`config.mk`:
```
export PLATFORM = sky130hd
export DESIGN_NAME = inst_fetch_unit
export DESIGN_NICKNAME = d
export VERILOG_FILES = /design/src/rtl/if_pkg.sv /design/src/rtl/fetch_fifo.sv /design/src/rtl/inst_fetch_unit.sv
export SDC_FILE = /design/constraint.sdc
export NUM_CORES = 1
export LEC_CHECK = 0
export BUFFER_PORTS_ARGS = -buffer_cell sky130_fd_sc_hd__buf_2
export CAP_MARGIN = 10
export CORE_ASPECT_RATIO = 1.4
export CORE_MARGIN = 2
export CORE_UTILIZATION = 40
export CTS_CLUSTER_SIZE = 40
export DETAILED_ROUTE_END_ITERATION = 10
export GPL_TIMING_DRIVEN = 0
export PLACE_DENSITY = 0.63
export SLEW_MARGIN = 25
export SYNTH_ARGS = -nofsm -noshare
export SYNTH_HDL_FRONTEND = slang
export SYNTH_HIERARCHICAL = 1
export SYNTH_SLANG_ARGS = --single-unit
```
`constraint.sdc`:
```
create_clock -name clock -period 8.9 [get_ports clock]
set_input_delay 1.78 -clock clock [delete_from_list [all_inputs] [get_ports clock]]
set_output_delay 1.78 -clock clock [all_outputs]
set_load 0.005 [all_outputs]
```
`src/rtl/if_pkg.sv`:
```
// Shared types and constants for the instruction fetch front end.
package if_pkg;

  localparam int ADDR_W = 17;
  localparam int INST_W = 32;
  localparam logic [INST_W-1:0] NOP = 32'h00000013;

  typedef enum logic {
    RUN   = 1'b0,
    FAULT = 1'b1
  } state_t;

  typedef struct packed {
    logic [ADDR_W-1:0] pc;
    logic [INST_W-1:0] inst;
  } fetch_entry_t;

endpackage

```
`src/rtl/fetch_fifo.sv`:
```
// Prefetch FIFO: circular buffer of fetched {pc, inst} entries with a single-cycle flush.
module fetch_fifo
  import if_pkg::*;
#(
  parameter int DEPTH = 2
) (
  input  logic                       clock,
  input  logic                       reset_n,
  input  logic                       push,
  input  logic                       pop,
  input  logic                       flush,
  input  fetch_entry_t               din,
  output fetch_entry_t               dout,
  output logic [$clog2(DEPTH):0]     count,
  output logic                       full,
  output logic                       empty
);

  localparam int AW = $clog2(DEPTH);

  fetch_entry_t   mem [DEPTH];
  logic [AW-1:0]  rd_ptr;
  logic [AW-1:0]  wr_ptr;
  logic           do_push;
  logic           do_pop;

  assign full    = (count == (AW+1)'(DEPTH));
  assign empty   = (count == '0);
  assign do_pop  = pop & ~empty;
  assign do_push = push & (~full | do_pop);
  assign dout    = empty ? '0 : mem[rd_ptr];

  // NOTE: sequential state uses non-blocking assignments so every flop samples pre-edge values.
  always_ff @(posedge clock) begin
    if (!reset_n || flush) begin
      rd_ptr <= '0;
      wr_ptr <= '0;
      count  <= '0;
    end else begin
      if (do_push) wr_ptr <= wr_ptr + 1'b1;
      if (do_pop)  rd_ptr <= rd_ptr + 1'b1;
      unique case ({do_push, do_pop})
        2'b10:   count <= count + 1'b1;
        2'b01:   count <= count - 1'b1;
        default: count <= count;
      endcase
    end
  end

  // NOTE: storage is deliberately not reset; count gates every read, so stale words are never seen.
  always_ff @(posedge clock) begin
    if (do_push) mem[wr_ptr] <= din;
  end

endmodule

```
`src/rtl/inst_fetch_unit.sv`:
```
// Instruction fetch front end: PC register, RUN/FAULT control and decode-side handshake.
module inst_fetch_unit
  import if_pkg::*;
#(
  parameter logic [ADDR_W-1:0] RESET_PC = 17'h00000,
  parameter int                DEPTH    = 2
) (
  input  logic              clock,
  input  logic              reset_n,
  input  logic              fetch_en,
  input  logic              redirect_valid,
  input  logic [ADDR_W-1:0] redirect_pc,
  output logic [ADDR_W-1:0] imem_addr,
  input  logic [INST_W-1:0] imem_inst,
  output logic              if_valid,
  input  logic              if_ready,
  output logic [INST_W-1:0] if_inst,
  output logic [ADDR_W-1:0] if_pc,
  output logic              fault,
  output logic [ADDR_W-1:0] fault_pc
);

  localparam int CW = $clog2(DEPTH) + 1;

  state_t            state;
  state_t            next_state;
  logic [ADDR_W-1:0] pc;
  logic              aligned;
  logic              fetch;
  logic              pop;
  logic              full;
  logic              empty;
  logic [CW-1:0]     fill;
  fetch_entry_t      head;

  assign aligned   = (redirect_pc[1:0] == 2'b00);
  assign imem_addr = pc;
  assign pop       = if_valid & if_ready;
  assign fetch     = (state == RUN) & fetch_en & ~redirect_valid & (~full | pop);

  fetch_fifo #(.DEPTH(DEPTH)) u_fifo (
    .clock   (clock),
    .reset_n (reset_n),
    .push    (fetch),
    .pop     (pop),
    .flush   (redirect_valid),
    .din     ('{pc: pc, inst: imem_inst}),
    .dout    (head),
    .count   (fill),
    .full    (full),
    .empty   (empty)
  );

  always_ff @(posedge clock) begin
    if (!reset_n) state <= RUN;
    else          state <= next_state;
  end

  always_comb begin
    next_state = state;
    if (redirect_valid) next_state = aligned ? RUN : FAULT;
  end

  // NOTE: every output gets a default first so no path through the block infers a latch.
  always_comb begin
    fault    = (state == FAULT);
    if_valid = 1'b0;
    if_inst  = '0;
    if_pc    = '0;
    if (!empty) begin
      if_inst = head.inst;
      if_pc   = head.pc;
    end
    // A redirect kills the head in its own cycle so decode never consumes a wrong-path word.
    if (state == RUN && fill != '0 && !redirect_valid) if_valid = 1'b1;
  end

  always_ff @(posedge clock) begin
    if (!reset_n) begin
      pc       <= RESET_PC;
      fault_pc <= '0;
    end else if (redirect_valid) begin
      if (aligned) pc       <= redirect_pc;
      else         fault_pc <= redirect_pc;
    end else if (fetch) begin
      pc <= pc + ADDR_W'(4);
    end
  end

endmodule

```
==> results by group <==
Cells and area
  – Fillers: 1372
  – Number of inserted diodes: 0
  – Area grow syn2layout: 27.0%
  – Area taken by multi-input logic gates: 2080 um^2
  – FF/Latch Area: 3740 um^2
  – Finished Core Util: 51.5%
  – Share of cells above drive strength 1: 28.5%
  – Final nets: 730

Worst setup path
  – Startpoint Class: input pin
  – Crit. End Element: output pin
  – WS Path Type: input pin to output pin
  – Worst EP required: 7120 ps
  – Worst EP arrival: 3000 ps
  – Critical path fanouts, max: 10

Timing
  – Crit share post-route: 53.7%
  – Worst-Margin Slew: 605 ps
  – Setup violators final: 0
  – Final Hold Violating Endpoints: 0
  – RSZ-0062 raised after global routing: false
  – Period minus WS final: 4780 ps
  – Final Max Slew Viols: 0
  – Clock skew: 11.3 ps
  – Slew Limit Headroom: 59.6%
  – Fmax achieved: 0.209 GHz
  – Sum Neg Setup Slack: 0 ps

Power
  – Sequential power share: 48.6%
  – Combinational share of power: 6.1%
  – Clk network pwr share: 45.3%
  – Psw: 0.000324 W
  – Leakage: 2.90 nW
  – Switching share of power: 21.7%
  – Max IR drop VDD: 0.000114 V
  – Internal: 0.00117 W
  – Pwr Density: 195 nW/um^2

Flow run
  – Max Cap Violations: 0

Routing
  – Detail Route Antenna Nets: 0
  – DRT Pass-1 Iters: 5
  – Starting DRT DRC Count: 262
  – Via count: 4479
  – Wirelength per Cell: 15.7 um
  – Final wirelength: 13800 um
  – DRC viols: 0
  – Via-per-instance ratio: 5.09

Place
  – Placer Congestion: 0.872
  – DP HPWL: 10100 um
  – Buffers on Ports: 138

Synth
  – Ys Warns: 6
  – Netlist cell types: 52
  – Primary FF master, synth: edfxtp_1
  – Seq cells post-synth: 138
  – EDFF count, synth: 98
  – Synth async-reset ratio: 0%
  – Mapped Cells: 514
  – Syn Area/Cell: 11.7 um^2
  – Sequential share of the synthesized area: 62.2%
  – Syn Std Cell Area: 6020 um^2
  – Syn_nets: 569

CTS
  – Setup Fix Bufs, Post-CTS: 0
  – Clock Tree Root: clkbuf_16
  – CTS hold repair buffers: 0
  – Worst-skew pair later-pin latency: 410 ps
  – Num CTS Buffers: 17
  – Sink Count: 138
  – CTS tree: done
  – Resize count post-CTS: 0
  – Clock slew at reported path FFs: 60 ps
  – CTS H-Tree Depth: 4
  – CTS Buffer Depth: 2

Global route
  – Congestion Overflow GR: 0
  – Vias in the first global route: 4366
  – Initial antenna violation count: 0
  – Total track usage: 17.5%
  – Largest net degree at the start of global routing: 21
  – First-pass GRT wire length: 21900 um

Floorplanning
  – Horiz. Die Dim: 108 um
  – Row cnt: 53
  – Initial Util: 40.5%
  – Die area: 16100 um^2
  – Die Span Y: 149 um
  – I/O pin cnt: 139
  – CORE AREA: 14900 um^2

Run status
  – Status: completed

Worst hold path
  – Worst min-delay path class: flop to flop
==> final timing paths <==
kind / start / endpoint / slack [ps] / cells after the start
hold reg to reg: fault_pc[16] / fault_pc[16] / 460 / 2
setup reg to reg: u_fifo/count[0] / u_fifo/mem[1][17] / 6290 / 10
setup / recovery: redirect_valid / if_valid / 4120 / 6
hold / removal: fault_pc[16] / fault_pc[16] / 460 / 2
==> cell type report <==
cell class	instances	share of cell area (%)
Tap cell	192	3.14
Inverter	8	0.393
Sequential cell	138	48.9
Buffer	29	2.32
Timing Repair Buffer	142	10.5
Clock buffer	20	5.84
Clock inverter	12	1.64
Multi-Input combinational cell	339	27.3
==> worst max-delay path, cell delays in order <==
cell and delay (ps):
buf_2 150, clkbuf_1 390, buf_2 340, nor2_1 90
o21a_1 120, buf_2 120
==> cell usage after synthesis, types with 3 or more instances <==
master    instances  share of area, %
nand4_1           4              0.42
and4_1            7               1.0
nand2_1          61               3.8
dfxtp_1          40                13
a21oi_1          22               1.8
nand2b_1          4              0.42
o21a_1            3              0.37
and3_1            4              0.42
buf_4             4              0.50
a221o_1           5              0.83
buf_2             9              0.75
mux2i_1          52               8.6
o221ai_1          3              0.44
nor2_1           64               4.0
nor2b_1          50               5.2
nor3_1            5              0.42
inv_1             6              0.37
o21ai_1           9              0.75
nand3_1           7              0.58
edfxtp_1         98                49
o22ai_1           3              0.31
clkbuf_1         12              0.75
nor4_1            5              0.52
==> cells by family (layout without fill, tap and decap cells) <==
family	Yosys count	count (layout)	synth area share [%]
flip-flops	138	138	62.2
buffers and inverters	37	211	3.45
AND/OR/NAND/NOR	217	217	17.6
multiplexers	52	52	8.65
XOR/XNOR	2	2	0.291
AO/OA/AOI/OAI	67	67	7.63
adder cells (fa/ha/maj)	1	1	0.208
==> state kept, by name, indices dropped and copies added (netlist names), named ones only <==
| name | count |
|---|---|
| fault | 1 |
| u_fifo/wr_ptr | 1 |
| u_fifo/count | 2 |
| fault_pc | 17 |
| u_fifo/rd_ptr | 1 |
| imem_addr | 17 |
| u_fifo/mem | 98 |
==> metrics by stage <==
stage                     area [um^2]  total power (W)  setup WS [ps]  std cells  hold slack [ps]
after floorplan                  6020         0.000781           3650        514              453
after global placement           6950         0.000821           2040        844              443
after detailed placement         7080         0.000828           4130        848              448
after CTS                        7650          0.00151           4130        880              457
after global routing             7650          0.00155           4050        880              469
final                            7650          0.00149           4120        880              459
==> power by group through the flow <==
stage / clock network, W / logic (W) / registers, W
floorplan: 0 / 0.0000460 / 0.000735
global placement: 0 / 0.0000847 / 0.000736
detailed placement: 0 / 0.0000915 / 0.000736
CTS: 0.000691 / 0.0000920 / 0.000723
global route: 0.000720 / 0.000102 / 0.000725
finish: 0.000674 / 0.0000915 / 0.000723
==> routing by layer <==
| layer | global-route usage, % | vias to the layer above | part of all wire, % |
|---|---|---|---|
| met5 | 0 | - | 0 |
| met4 | 6.41 | 0 | 1.5 |
| met3 | 4.59 | 17 | 6.9 |
| met2 | 30.2 | 178 | 51 |
| met1 | 21.0 | 2106 | 41 |
| li1 | - | 2178 | - |
==> placed cells by master (no fill, tap or decap), types with 5 or more instances in the layout <==
cell type and count:
and4_1 7, nor2_1 62, buf_2 147, dfxtp_1 40, a221o_1 5, a21oi_1 22
mux2i_1 52, nor3_1 5, inv_1 6, clkbuf_16 17, nor4_1 5, clkbuf_1 14
nand2_1 61, o21ai_1 9, nand3_1 7, nor2b_1 50, edfxtp_1 98
(Power assumes the default switching activity.)
